<file path="src/rtl/branch_resolve_queue.sv">
// Branch resolve queue: holds predicted branches from fetch, checks them against
// in-order resolutions from execute, and raises redirect and predictor updates.
module branch_resolve_queue #(
    parameter int unsigned DEPTH = 4,
    parameter int unsigned CNT_W = 16
) (
    input  logic                     CLK,
    input  logic                     nRST,
    input  logic                     push_en,
    input  logic [31:0]              push_pc,
    input  logic                     push_pred_taken,
    input  logic [31:0]              push_pred_target,
    input  logic                     resolve_en,
    input  logic                     resolve_taken,
    input  logic [31:0]              resolve_target,
    input  logic                     flush,
    output logic                     full,
    output logic                     empty,
    output logic [$clog2(DEPTH):0]   count,
    output logic                     mispredict,
    output logic [31:0]              redirect_pc,
    output logic                     upd_valid,
    output logic                     upd_taken,
    output logic [31:0]              upd_pc,
    output logic [CNT_W-1:0]         mispredict_cnt
);

    localparam int unsigned PTR_W = $clog2(DEPTH);
    localparam int unsigned OCC_W = PTR_W + 1;

    localparam logic [0:0] RUN     = 1'b0;
    localparam logic [0:0] RECOVER = 1'b1;

    typedef struct packed {
        logic [31:0] pc;
        logic        pred_taken;
        logic [31:0] pred_target;
    } entry_t;

    entry_t mem [DEPTH];

    logic [0:0]       state, state_nxt;
    logic [PTR_W-1:0] rd_ptr, wr_ptr, rd_ptr_nxt, wr_ptr_nxt;
    logic [OCC_W-1:0] count_nxt;
    logic             push_acc, resolve_acc, mismatch, pop;
    entry_t           head;

    logic             mispredict_nxt, upd_valid_nxt, upd_taken_nxt;
    logic [31:0]      redirect_pc_nxt, upd_pc_nxt;
    logic [CNT_W-1:0] mispredict_cnt_nxt;

    assign head = mem[rd_ptr];

    // State and all registered outputs
    always_ff @(posedge CLK or negedge nRST) begin
        if (!nRST) begin
            state          <= RUN;
            rd_ptr         <= '0;
            wr_ptr         <= '0;
            count          <= '0;
            full           <= 1'b0;
            empty          <= 1'b1;
            mispredict     <= 1'b0;
            redirect_pc    <= '0;
            upd_valid      <= 1'b0;
            upd_taken      <= 1'b0;
            upd_pc         <= '0;
            mispredict_cnt <= '0;
        end else begin
            state          <= state_nxt;
            rd_ptr         <= rd_ptr_nxt;
            wr_ptr         <= wr_ptr_nxt;
            count          <= count_nxt;
            full           <= (count_nxt == OCC_W'(DEPTH));
            empty          <= (count_nxt == '0);
            mispredict     <= mispredict_nxt;
            redirect_pc    <= redirect_pc_nxt;
            upd_valid      <= upd_valid_nxt;
            upd_taken      <= upd_taken_nxt;
            upd_pc         <= upd_pc_nxt;
            mispredict_cnt <= mispredict_cnt_nxt;
        end
    end

    // Entry storage carries no reset; occupancy is tracked by the pointers
    always_ff @(posedge CLK) begin
        if (push_acc) begin
            mem[wr_ptr] <= '{pc: push_pc, pred_taken: push_pred_taken,
                             pred_target: push_pred_target};
        end
    end

    // Next-state, acceptance and output-next logic
    always_comb begin
        state_nxt          = state;
        rd_ptr_nxt         = rd_ptr;
        wr_ptr_nxt         = wr_ptr;
        count_nxt          = count;
        push_acc           = 1'b0;
        resolve_acc        = 1'b0;
        mismatch           = 1'b0;
        pop                = 1'b0;
        mispredict_nxt     = 1'b0;
        redirect_pc_nxt    = '0;
        upd_valid_nxt      = 1'b0;
        upd_taken_nxt      = 1'b0;
        upd_pc_nxt         = '0;
        mispredict_cnt_nxt = mispredict_cnt;

        case (state)
            RUN: begin
                resolve_acc = !flush && resolve_en && (count != '0);
                mismatch    = resolve_acc &&
                              ((head.pred_taken != resolve_taken) ||
                               (resolve_taken && head.pred_target != resolve_target));
                push_acc    = !flush && push_en && !mismatch &&
                              ((count != OCC_W'(DEPTH)) || resolve_acc);
                pop         = resolve_acc && !mismatch;
                if (mismatch) begin
                    state_nxt = RECOVER;
                end
            end
            RECOVER: state_nxt = RUN;
            default: state_nxt = RUN;
        endcase

        if (resolve_acc) begin
            upd_valid_nxt  = 1'b1;
            upd_taken_nxt  = resolve_taken;
            upd_pc_nxt     = head.pc;
            mispredict_nxt = mismatch;
        end

        if (mismatch) begin
            redirect_pc_nxt = resolve_taken ? resolve_target : head.pc + 32'd4;
            rd_ptr_nxt      = '0;
            wr_ptr_nxt      = '0;
            count_nxt       = '0;
            if (mispredict_cnt != {CNT_W{1'b1}}) begin
                mispredict_cnt_nxt = mispredict_cnt + CNT_W'(1);
            end
        end else begin
            rd_ptr_nxt = rd_ptr + PTR_W'(pop);
            wr_ptr_nxt = wr_ptr + PTR_W'(push_acc);
            count_nxt  = count + OCC_W'(push_acc) - OCC_W'(pop);
        end

        // External flush empties the queue and leaves recovery
        if (flush) begin
            state_nxt  = RUN;
            rd_ptr_nxt = '0;
            wr_ptr_nxt = '0;
            count_nxt  = '0;
        end
    end

endmodule
</file>
<file path="config.mk">
export PLATFORM = sky130hd
export DESIGN_NAME = branch_resolve_queue
export DESIGN_NICKNAME = d
export VERILOG_FILES = /design/src/rtl/branch_resolve_queue.sv
export SDC_FILE = /design/constraint.sdc
export NUM_CORES = 1
export LEC_CHECK = 0
export CORE_ASPECT_RATIO = 1.5
export CORE_MARGIN = 2
export CORE_UTILIZATION = 55
export DETAILED_ROUTE_END_ITERATION = 6
export PLACE_DENSITY_LB_ADDON = 0.1
export SYNTH_ARGS = -nofsm -noshare
export SYNTH_HDL_FRONTEND = slang
export SYNTH_SLANG_ARGS = --single-unit
</file>
<file path="constraint.sdc">
create_clock -name CLK -period 11.6 [get_ports CLK]
set_clock_uncertainty 0.2 [all_clocks]
set_input_delay 3.48 -clock CLK [delete_from_list [all_inputs] [get_ports CLK]]
set_output_delay 3.48 -clock CLK [all_outputs]
set_load 0.01 [all_outputs]
</file>
# Yosys cells after proc, flatten, opt, wreduce, memory -nomap -nowiden
# Memories as Yosys holds them, arrays and structs flattened.
# Cells that the tools add are included.
# op_classes
add_sub_neg	6
mul	0
div	0
n_lt_le_gt_ge	0
eq_ne	5
n_shift	0
n_mux	21
bitwise_logic	1
reduce_logical	15
# ops
operator	n
$mux W32	3
$add A32 B3 Y32 const B	1
$ne A32 B32 Y1	1
$add A16 B1 Y16 const B	1
$ne A16 B16 Y1 const B	1
$mux W1	11
$logic_and A1 B1 Y1	8
$mux W2	4
$mux W3	2
$add A2 B1 Y2	2
$add A3 B1 Y3	1
$eq A3 B3 Y1 const B	1
$logic_not A3 Y1	1
$ne A3 B3 Y1 const B	1
$reduce_bool A3 Y1	1
$sub A3 B1 Y3	1
$logic_not A1 Y1	2
$logic_or A1 B1 Y1	2
$pmux W1 S2	1
$reduce_and A2 Y1	1
$ne A1 B1 Y1	1
$not A1 Y1	1
# totals
reg_bits	93
latch_bits	0
ram_bits	260
romBits	0
in_bits	103
output_inout_bits	88
elab_cells	61
n_memories	1
# memory_table
memory	depth	word_bits	rd	rd_clocked_by_memory_dff	write_ports	line_no	rtl
mem	4	65	1	0	1	40	entry_t mem [DEPTH];

# Logic depth before layout (Yosys ltp)
# An unclocked memory read counts as a cell.
# logic_depth
depth_word	14
ltp_mapped	18
mapped_depth_nobuf	15

# Worst setup path before layout
# Ideal clock, no wire load.
# synth_timing
path_kind	in2reg
start	input port resolve_target[18]
end	memory mem[1][0] (netlist name), enable pin
setup_time_ps	581
arrival_time_ps	9553
required_ps	10819
slack_ps	1266
path_stages	7
n_path_buf	0
path_cell_list	xnor2_1 > a2111oi_0 > a2bb2oi_1 > nand4_1 > nor4_2 > o21ai_1 > nor3b_1
# synth_via
elab_chain_len	10
# synth_rtl
element	line_no	rtl
from (decl)	15	input logic [31:0] resolve_target,
$ne A32 B32 Y1	115	(resolve_taken && head.pred_target != resolve_target));
$logic_and A1 B1 Y1	115	
$logic_or A1 B1 Y1	114	((head.pred_taken != resolve_taken) ||
$logic_and A1 B1 Y1	113	mismatch = resolve_acc &&
$logic_not A1 Y1	116	push_acc = !flush && push_en && !mismatch &&
$logic_and A1 B1 Y1 (2 in a row)	116	
$mux W1	110	case (state)
$mux W1	87	if (push_acc) begin
$mux W1 (implied by the code)	88	mem[wr_ptr] <= '{pc: push_pc, pred_taken: push_pred_taken,
to (decl)	40	
# Every way passes these cells.

# Worst setup path in the final report
# layout_timing
start	input port resolve_target[15]
end	register empty
# layout_via
elab_chain_len	13
elab_cells_between_ends	16
classes_between	add/sub: 2; eq/ne: 1; mux: 5; reduce/logical: 8
# layout_rtl
element	line_no	rtl
$ne A32 B32 Y1 *	115	
$logic_and A1 B1 Y1 *	115	
$logic_or A1 B1 Y1 *	114	
$logic_and A1 B1 Y1 *	113	
$logic_not A1 Y1	116, 118	
$logic_and A1 B1 Y1 (2 in a row)	116	
$mux W1	110	
$add A3 B1 Y3	145	count_nxt = count + OCC_W'(push_acc) - OCC_W'(pop);
$sub A3 B1 Y3	145	
$mux W3 *	134	if (mismatch) begin
$mux W3 *	149	if (flush) begin
$logic_not A3 Y1 *	75	empty <= (count_nxt == '0);
to (signal assigned)	75	
to (decl)	18	output logic empty,
# Mark *: on every way between the ends. The rest lies on a longest branch, timed or not.
# A chain may end at the register's enable or synchronous reset.

==> insert_results.sql <==
INSERT INTO impl_metrics (metric_group, metric, value, unit) VALUES
('run_status', 'status', 'finished clean', ''),
('synthesis', 'synth_top_cell_area_share', '0.5517', ''),
('power', 'power_report.internal_total', '2.305', 'mW'),
('detailed_routing', 'drt-initial-drc-count', '567', ''),
('placement', 'gp_routability_congestion', '0.8923', ''),
('worst_setup_path', 'critPathLaunchType', 'input pin', ''),
('floorplanning', 'dieWidth', '135.0', 'um'),
('synthesis', 'postSynthNetCount', '947', ''),
('worst_setup_path', 'worst-endpoint-arrival', '7270', 'ps'),
('sta', 'fin_ws', '4563', 'ps'),
('clock_network', 'cts_setup_buffers', '0', ''),
('synthesis', 'synth.yosys.seq_area_share', '0.7163', ''),
('sta', 'fin_setup_tns', '0', 'ps'),
('sta', 'timing.final.setup_violations', '0', ''),
('worst_setup_path', 'critical_path.cell_chain', 'clkdlybuf4s50_1, inv_1, a221oi_1, nand4_1, a2bb2oi_1, nand4_1, or4_4, a21oi_1, ha_1, inv_1, ha_1, inv_1, fa_1, xor2_1, xnor2_1, a311o_1', ''),
('global_route', 'use_met2', '0.4032', ''),
('synthesis', 'ys_async_sr_fraction', '0.2635', ''),
('synthesis', 'ys_ff_latch', '353', ''),
('synthesis', 'synth_area_per_cell', '16.91', 'um^2'),
('global_route', 'first_global_vias', '8111', ''),
('clock_network', 'ctsResizeCount', '0', ''),
('synthesis', 'synth_area', '14150', 'um^2'),
('placement', 'dp_slack', '4072', 'ps'),
('clock_network', 'cts.sink_count', '353', ''),
('global_route', 'grt_first_pass_wirelength', '48950', 'um'),
('floorplanning', 'fp-row-count', '71', ''),
('worst_setup_path', 'crit_path_start', 'resolve_target[15]', ''),
('detailed_routing', 'ant_nets', '0', ''),
('detailed_routing', 'remaining_drc_errors', '0', ''),
('sta', 'fmax', '142.1', 'MHz'),
('synthesis', 'synthDistinctLibCells', '55', ''),
('global_route', 'grt_max_degree', '66', ''),
('clock_network', 'ctsHtreeMaxLevel', '2', ''),
('worst_setup_path', 'critical_path.reg2reg.endpoint', 'empty', ''),
('hold_path', 'hold_path.class', 'reg2reg', ''),
('placement', 'dp.final_hpwl', '21520', 'um'),
('worst_setup_path', 'crit_path_max_fanout', '4', ''),
('final_layout', 'final_layout_size_suffix_gt1_frac', '0.1268', ''),
('final_layout', 'seqCellArea', '10140', 'um^2'),
('sta', 'finalMaxSlewViolations', '0', ''),
('detailed_routing', 'vias_per_cell', '5.741', ''),
('clock_network', 'clk_path_buf_depth', '3', ''),
('worst_setup_path', 'worst_path_max_delay_cell', 'clkdlybuf4s50_1', ''),
('power', 'sw_frac_of_total', '0.2488', ''),
('worst_setup_path', 'start_to_end_type_of_the_worst_setup_path', 'in2reg', ''),
('sta', 'layout_worst_path_cycle_share', '0.6067', ''),
('global_route', 'grt_overflow', '0', ''),
('flow_run', 'drv_cap', '0', ''),
('global_route', 'gr-max-usage-layer', 'met2', ''),
('worst_setup_path', 'crit_top_cell', 'inv_1', ''),
('clock_network', 'clkSlewWorstSetupHoldPaths', '60', 'ps'),
('detailed_routing', 'avgRoutedWirePerCell', '23.39', 'um'),
('floorplanning', 'start_util', '0.5609', ''),
('floorplanning', 'core_region_area', '25230', 'um^2'),
('detailed_routing', 'totalWireLength', '32600', 'um'),
('clock_network', 'ctsHoldBuffers', '0', ''),
('worst_setup_path', 'crit_end', 'empty', ''),
('worst_setup_path', 'timing.reg2reg.worst_path_depth', '15', ''),
('final_layout', 'final_net_count', '1150', ''),
('global_route', 'grt_antenna_before_repair', '3', ''),
('sta', 'rsz0062_at_grt', 'false', ''),
('clock_network', 'tritoncts', 'yes', ''),
('worst_setup_path', 'worst_ep_required_time', '11830', 'ps'),
('floorplanning', 'die_h', '200.5', 'um'),
('clock_network', 'clockRootBuffer', 'clkbuf_16', ''),
('synthesis', 'synth-warning-count', '0', ''),
('detailed_routing', 'vias', '8003', ''),
('detailed_routing', 'drt_pre_antenna_iters', '5', ''),
('floorplanning', 'num_io_pins', '191', ''),
('synthesis', 'netlist_top_cells_area', 'edfxtp_1 55%, dfrtp_1 16%, mux4_2 8.4%', ''),
('power', 'power-per-cell-area', '176.0', 'nW/um^2');
[per-layer routing]
layer	wire length (um)	share of wire	up-vias
li1	-	-	3578
met1	12320	0.38	4011
met2	16390	0.50	342
met3	2524	0.077	70
met4	1360	0.042	2
met5	11	0.00034	-
[cells by family after synthesis]
kind of cell,share of synthesized area
DFF,0.7163
and+or+nand+nor,0.07975
muxes,0.1174
xor gates and xnor gates,0.04332
buffers and inverters,0.01751
AOI/OAI and AO/OA,0.01901
adders and majority gates,0.006720
[worst register-to-register path: cells and delay by family, from the launching register on]
family / cells / cell delay (ps)
DFF: 1 / 940
adders and majority gates: 3 / 820
AOI/OAI and AO/OA: 2 / 580
and+or+nand+nor: 2 / 610
buffers and inverters: 4 / 1080
muxes: 1 / 660
xor gates and xnor gates: 3 / 500
[layout make-up]
type                            count  area share
Antenna cell                        1   0.0001435
Timing Repair Buffer              201      0.1134
Clock buffer                       48     0.05533
Tap cell                          328     0.02354
Sequential cell                   353      0.5817
Multi-Input combinational cell    435      0.2170
Inverter                           15    0.003230
Clock inverter                     13    0.005670
[worst min-delay path by stage]
stage	startpoint	end	slack (ps)	cells after the start
2_1_floorplan	mispredict_cnt[10]	mispredict_cnt[10]	310	1
3_3_place_gp	mispredict_cnt[5]	mispredict_cnt[5]	270	1
3_5_place_dp	mispredict_cnt[8]	mispredict_cnt[8]	280	1
4_1_cts	mispredict_cnt[8]	mispredict_cnt[8]	290	1
5_1_grt	mispredict_cnt[8]	mispredict_cnt[8]	300	1
6_report	mispredict_cnt[8]	mispredict_cnt[8]	280	1
[power groups by stage]
stage / combinational (mW) / sequential, mW / clock (mW)
2_1_floorplan: 0.250 / 1.56 / 0
3_3_place_gp: 0.493 / 1.55 / 0
3_5_place_dp: 0.497 / 1.55 / 0
4_1_cts: 0.499 / 1.52 / 1.07
5_1_grt: 0.532 / 1.53 / 1.13
6_report: 0.492 / 1.52 / 1.05
[synth_stat cells, types with 12 or more instances]
cell type,count
nand3_1,25
mux2i_1,40
a21oi_1,12
and2_1,35
nor3_1,20
xor2_1,32
nand4_1,16
edfxtp_1,260
nand2_1,29
clkbuf_1,14
dfrtp_1,92
mux4_2,53
xnor2_1,38
inv_1,13
nor2_1,61
[stage by stage]
stage	hold WS, ps	cell area, um^2	utilization	power (mW)	std cells
global placement	270.6	16370	0.6488	2.038	1332
CTS	286.0	17430	0.6909	3.098	1393
floorplan	315.0	14150	-	1.813	837
detailed placement	278.3	16370	0.6488	2.047	1332
global route	296.6	17430	0.6910	3.190	1394
finish	282.4	17430	0.6910	3.069	1394
[flip-flops by register name (all words and copies together) (netlist names)]
signal,flops
mispredict_cnt,16
full,1
wr_ptr,2
redirect_pc,32
mem,260
upd_taken,1
count,3
mispredict,1
upd_pc,32
rd_ptr,2
upd_valid,1
empty,1
state,1
[cells in the final DEF, fill, tap and decap left out, drive strengths merged, types with 5 or more instances in the layout]
| cell type | Yosys | routed |
|---|---|---|
| edfxtp | 260 | 260 |
| clkdlybuf4s50 | 0 | 188 |
| dfrtp | 92 | 92 |
| nor2 | 61 | 61 |
| mux4 | 53 | 53 |
| clkbuf | 14 | 48 |
| mux2i | 40 | 40 |
| xnor2 | 38 | 38 |
| and2 | 36 | 36 |
| xor2 | 32 | 32 |
| nand2 | 29 | 29 |
| nand3 | 26 | 26 |
| nor3 | 22 | 22 |
| nand4 | 16 | 16 |
| inv | 14 | 15 |
| buf | 20 | 13 |
| a21oi | 12 | 12 |
| clkinv | 1 | 12 |
| o21ai | 10 | 10 |
| and3 | 8 | 8 |
| ha | 6 | 6 |
| mux2 | 6 | 6 |
| nor3b | 5 | 5 |
(Power assumes the default switching activity.)
==> RTL change 1, RTL diff (config.mk and constraints unchanged) <==
Register the output `mispredict_cnt` once more, without a reset; this adds one clock of latency there. The other outputs are not delayed to match.
--- a/src/rtl/branch_resolve_queue.sv
+++ b/src/rtl/branch_resolve_queue.sv
@@ -37,6 +37,8 @@
         logic [31:0] pred_target;
     } entry_t;
 
+    logic [CNT_W-1:0] mispredict_cnt_s0;
+
     entry_t mem [DEPTH];
 
     logic [0:0]       state, state_nxt;
@@ -65,7 +67,7 @@
             upd_valid      <= 1'b0;
             upd_taken      <= 1'b0;
             upd_pc         <= '0;
-            mispredict_cnt <= '0;
+            mispredict_cnt_s0 <= '0;
         end else begin
             state          <= state_nxt;
             rd_ptr         <= rd_ptr_nxt;
@@ -78,7 +80,7 @@
             upd_valid      <= upd_valid_nxt;
             upd_taken      <= upd_taken_nxt;
             upd_pc         <= upd_pc_nxt;
-            mispredict_cnt <= mispredict_cnt_nxt;
+            mispredict_cnt_s0 <= mispredict_cnt_nxt;
         end
     end
 
@@ -105,7 +107,7 @@
         upd_valid_nxt      = 1'b0;
         upd_taken_nxt      = 1'b0;
         upd_pc_nxt         = '0;
-        mispredict_cnt_nxt = mispredict_cnt;
+        mispredict_cnt_nxt = mispredict_cnt_s0;
 
         case (state)
             RUN: begin
@@ -136,8 +138,8 @@
             rd_ptr_nxt      = '0;
             wr_ptr_nxt      = '0;
             count_nxt       = '0;
-            if (mispredict_cnt != {CNT_W{1'b1}}) begin
-                mispredict_cnt_nxt = mispredict_cnt + CNT_W'(1);
+            if (mispredict_cnt_s0 != {CNT_W{1'b1}}) begin
+                mispredict_cnt_nxt = mispredict_cnt_s0 + CNT_W'(1);
             end
         end else begin
             rd_ptr_nxt = rd_ptr + PTR_W'(pop);
@@ -154,4 +156,8 @@
         end
     end
 
+    always_ff @(posedge CLK) begin
+        mispredict_cnt <= mispredict_cnt_s0;
+    end
+
 endmodule
Check against the original RTL: not equivalent (Yosys sat finds a counterexample within 4 cycles, from zero or initial values and one cycle with nRST low).
==> RTL change 1 against the unedited design <==
- total power rose by 2.6%
- core utilization fell by 0.64 points
- setup slack got worse by 200 ps
- synthesized cell count fell by 2.5%
- routed wire length barely moved
- area after synthesis rose by 1.5%
- cell count fell by 1.2%
- sequential cell count rose by 16
- cell area rose by 1.2%
- sequential power rose by 5%
==> RTL change 1: results (changes against the unedited design) <==
| Metric | Value |
|---|---|
| PostCTS Resize Cnt | `0 (unchanged)` |
| Startpoint of the most critical register-to-register path | `rd_ptr[0]` |
| Adder and majority gate portion of the synthesized area | `0.662% (-0.0097 points)` |
| Port bufs | `190 (unchanged)` |
| Violation count after the first detailed-routing iteration | `675 (+19%)` |
| Global Route met3 Usage | `4.64% (-0.39 points)` |
| Biggest area contributors in the synthesized netlist | `edfxtp_1 54%, dfrtp_1 16%, mux4_2 9.7%` |
| Maximum net fanout on the critical path | `34 (+30)` |
| Stage delay of the slowest cell on the critical path | `840 ps (+320 ps)` |
| Total clock buffers created by CTS | `34 (unchanged)` |
| Slowest cell on crit path | `nor2_4` |
| Number of antenna violations at the first check in global routing | `1 (-2)` |
| Tightest hold margin | `218 ps (-64.4 ps)` |
| Largest registers | `mem (260), redirect_pc (32), upd_pc (32)` |
| Share of synthesized area occupied by flip-flops and latches | `72.8% (+1.2 points)` |
| Vias in the first global route | `8,032 (-0.97%)` |
| Compound-Gate Fraction of Synth Area | `1.74% (-0.16 points)` |
| Post-detailed-routing wire length | `32,600 um (about the same)` |
| Outcome | `completed` |
| Clock latency on the worst-skew pair | `530 ps (+20 ps)` |
| Peak supply drop | `0.000136 V (+3.7%)` |
| Slew at the pin closest to its max-slew limit | `1090 ps (+12.1 ps)` |
| Ys async rst share | `25.2% (-1.1 points)` |
| First-pass GRT wire length | `48,400 um (-1.1%)` |
| Post-Place Cell Area | `16,600 sq um (+1.3%)` |
| Most used standard cells in the synthesized netlist | `260 x edfxtp_1, 92 x dfrtp_1, 62 x mux4_2, 62 x nor2_1, 53 x xnor2_1` |
| Number of nets in the layout | `1,128 (-1.9%)` |
| Setup slack at placement | `3840 ps (-233 ps)` |
| Reg2reg setup slack | `5710 ps (-420 ps)` |
| Overall routing resource usage | `24.4% (-0.20 points)` |
| Grt met1 use | `31.6% (-0.79 points)` |
| Count of cells along the worst hold path | `0 (-1)` |
| GP Congestion | `0.849 (-4.9%)` |
| Met2 usage | `40.9% (+0.57 points)` |
| Capturing point of the worst reg2reg path | `mem[3][14]` |
| Hold Crit Start | `mispredict_cnt_s0[9]` |
| Filler Cell Count | `1,826 (+4.3%)` |
| CP top delay family | `simple AND/OR/NAND/NOR gates` |
| End of the worst hold path | `mispredict_cnt[9]` |
| Proportion of layout cells with a drive suffix above 1 | `13.3% (+0.65 points)` |
| Routed via count divided by cell count | `5.63 (-1.9%)` |
| CP Data Arrival Time | `7190 ps (-80 ps)` |
| Estimated wirelength of the detail-placed design | `21,500 um (about the same)` |
| Netlist cell types | `49 (-11%)` |
| Leak Pwr | `6.17 nW (-1.3%)` |
| Post-synthesis share of cell area spent on xor and xnor gates | `4.57% (+0.24 points)` |
| Length in cells of the worst reg-to-reg path | `9 (-6)` |
| Post-synthesis mux area share | `10.7% (-1.0 points)` |
RTL change 1: cell count changes in the layout (fill, tap and decap cells not counted), moves of 3 or more:
cell	unedited run	this run
mux2i_1	40	12
nand3_1	25	21
a211oi_1	2	14
and4_1	3	6
xnor2_1	38	53
mux2_2	5	2
dfxtp_1	0	16
nor3_1	19	8
mux4_2	53	62
xor2_1	32	22
o21ai_0	9	1
RTL change 1: kinds of logic (layout without fill, tap and decap cells):
group / count (synthesis) / in the layout
other cells: 0 / 1
flops: 369 / 369
fa+ha+maj: 7 / 7
buf+inv: 47 / 274
mux: 76 / 76
compound gates: 37 / 37
simple gates: 205 / 205
xor+xnor: 75 / 75
RTL change 1: per-stage QoR:
step                utilization, %  cells
finish                        68.5   1377
global route                  68.5   1377
CTS                           68.5   1376
detailed placement            64.4   1315
global placement              64.4   1315
floorplan                        -    816
RTL change 1: power breakdown:
part | internal (W) | switching, W | total (W) | leakage, nW
sequential | 0.00154 | 0.0000445 | 0.00159 | 3.77
combinational | 0.000221 | 0.000270 | 0.000491 | 1.89
clock | 0.000603 | 0.000467 | 0.00107 | 0.514
total | 0.00237 | 0.000781 | 0.00315 | 6.17
RTL change 1: how the worst max path moves through the flow:
| stage | startpoint | to | slack, ps | cells after the start |
|---|---|---|---|---|
| 2_1_floorplan | resolve_taken | mem[1][0] | 1480 | 6 |
| 3_3_place_gp | resolve_taken | mem[3][28] | 3890 | 8 |
| 3_5_place_dp | resolve_taken | mem[3][14] | 3840 | 8 |
| 4_1_cts | resolve_taken | mem[3][14] | 4380 | 8 |
| 5_1_grt | resolve_target[27] | mem[3][14] | 4190 | 8 |
| 6_report | resolve_taken | mem[3][14] | 4360 | 8 |
RTL change 1: per-layer routing:
metal / up-vias / share of wire (%)
met3: 61 / 5.7
met2: 274 / 51
met4: 0 / 3.8
li1: 3489 / -
met5: - / 0
met1: 3932 / 39
RTL change 1: layout make-up:
cell class	instances	share of cell area, %
flip-flops and latches	369	59.3
multi-input cells	400	20.9
repair buffers	200	11.2
clock buffers	45	5.17
well taps	333	2.36
clock inverters	16	0.830
inverters	13	0.277
diodes	1	0.0142
==> RTL change 2, RTL diff (same flow settings) <==
Without the edit above. The parameter `CNT_W` goes from 16 to 18.
--- a/src/rtl/branch_resolve_queue.sv
+++ b/src/rtl/branch_resolve_queue.sv
@@ -2,7 +2,7 @@
 // in-order resolutions from execute, and raises redirect and predictor updates.
 module branch_resolve_queue #(
     parameter int unsigned DEPTH = 4,
-    parameter int unsigned CNT_W = 16
+    parameter int unsigned CNT_W = 18
 ) (
     input  logic                     CLK,
     input  logic                     nRST,
Interface: changed (resized mispredict_cnt); port bits go from 191 to 193. No check against the original RTL was run, so the function may have changed too.
==> RTL change 2 against the unedited design <==
- clock power grew 10%
- total power decreased by 4.0%
- critical path depth increased by 3
- setup slack got worse by 1100 ps
- die area is 0.84% higher
- sequential cell count is 2 higher
- routed wire length grew 0.65%
- area after synthesis grew 0.86%
- via count increased by 2.5%
- cell area rose by 1.5%
- highest routed layer unchanged
==> RTL change 2: results (changes against the unedited design) <==
| Metric | Value |
|---|---|
| Post-detailed-routing wire length | `32,800 um (+0.65%)` |
| Tightest hold margin | `292 ps (+9.59 ps)` |
| Reg2reg setup slack | `5510 ps (-620 ps)` |
| Biggest area contributors in the synthesized netlist | `edfxtp_1 55%, dfrtp_1 16%, mux4_2 8.4%` |
| Length in cells of the worst reg-to-reg path | `19 (+4)` |
| Outcome | `completed` |
| Wire length per cell after detailed routing | `23.1 um (-1.3%)` |
| CP Data Arrival Time | `8440 ps (+1170 ps)` |
| Port bufs | `192 (+1.1%)` |
| Total number of vias | `8,203 (+2.5%)` |
| Leak Pwr | `6.15 nW (-1.5%)` |
| Share of synthesized area occupied by flip-flops and latches | `71.4% (-0.26 points)` |
| CP top delay family | `buffers and inverters` |
| Peak supply drop | `0.000192 V (+46%)` |
| Estimated wirelength of the detail-placed design | `21,600 um (+0.35%)` |
| First-pass GRT wire length | `49,800 um (+1.7%)` |
| Setup slack at placement | `2950 ps (-1120 ps)` |
| Maximum net fanout on the critical path | `35 (+31)` |
| Hold Crit Start | `mispredict_cnt[11]` |
| Routed length on met2 | `16,600 um (+1.5%)` |
| Number of nets in the layout | `1,169 (+1.7%)` |
| Proportion of layout cells with a drive suffix above 1 | `12.7% (+0.043 points)` |
| Slew at the pin closest to its max-slew limit | `1060 ps (-15.5 ps)` |
| Post-Place Cell Area | `16,500 sq um (+0.83%)` |
| Largest net degree at the start of global routing | `69 (+4.5%)` |
| Average cell area after synthesis | `16.7 sq um (-1.2%)` |
| Ys async rst share | `26.8% (+0.41 points)` |
| Met3 Routed Length | `2040 um (-19%)` |
| Slowest cell on crit path | `clkinv_1` |
| Most used standard cells in the synthesized netlist | `260 x edfxtp_1, 94 x dfrtp_1, 55 x nor2_1, 55 x xnor2_1, 53 x mux4_2` |
RTL change 2: cell count changes after synthesis, sizes merged, moves of 3 or more:
cell / change
nor3: -8
a211oi: +7
nand3: -6
nand2: +20
xnor2: +17
a21oi: +8
clkbuf: +3
inv: -4
nor2: -5
nor4: +7
xor2: -17
a31oi: +4
mux2i: -7
o21ai: -6
RTL change 2: layout make-up:
| cell class | count | area [sq um] |
|---|---|---|
| sequential | 355 | 10200 |
| fill | 1800 | 7970 |
| multi-input combinational | 451 | 3830 |
| timing repair buffer | 205 | 2020 |
| clock buffer | 49 | 1030 |
| tap | 333 | 417 |
| clock inverter | 13 | 161 |
| inverter | 12 | 45.0 |
| antenna | 3 | 7.51 |
RTL change 2: cell families (layout without fill, tap and decap cells):
| family | count (synthesis) | after routing | synth area share (%) |
|---|---|---|---|
| DFF | 355 | 355 | 71.4 |
| and+or+nand+nor | 227 | 227 | 8.08 |
| muxes | 91 | 91 | 11.1 |
| xor gates and xnor gates | 70 | 70 | 4.30 |
| AOI/OAI and AO/OA | 56 | 56 | 2.68 |
| buffers and inverters | 48 | 279 | 1.83 |
| adders and majority gates | 7 | 7 | 0.666 |
| other | 0 | 3 | 0 |
RTL change 2: worst max path at each step:
stage / end / slack [ps] / cells after the start
4_1_cts: full / 3490 / 19
2_1_floorplan: mem[0][0] / 1220 / 8
3_3_place_gp: full / 3240 / 19
6_report: full / 3410 / 19
5_1_grt: full / 3060 / 19
3_5_place_dp: full / 2950 / 19
RTL change 2: power by group:
group / internal [W] / switching (W)
combinational: 0.000151 / 0.000171
clock: 0.000708 / 0.000455
sequential: 0.00144 / 0.0000257
RTL change 2: layer usage:
layer  vias up  global-route usage [%]
met1      4131                    31.7
met3        77                    4.54
met5         -                       0
met2       341                    41.5
li1       3652                       -
met4         2                    11.2
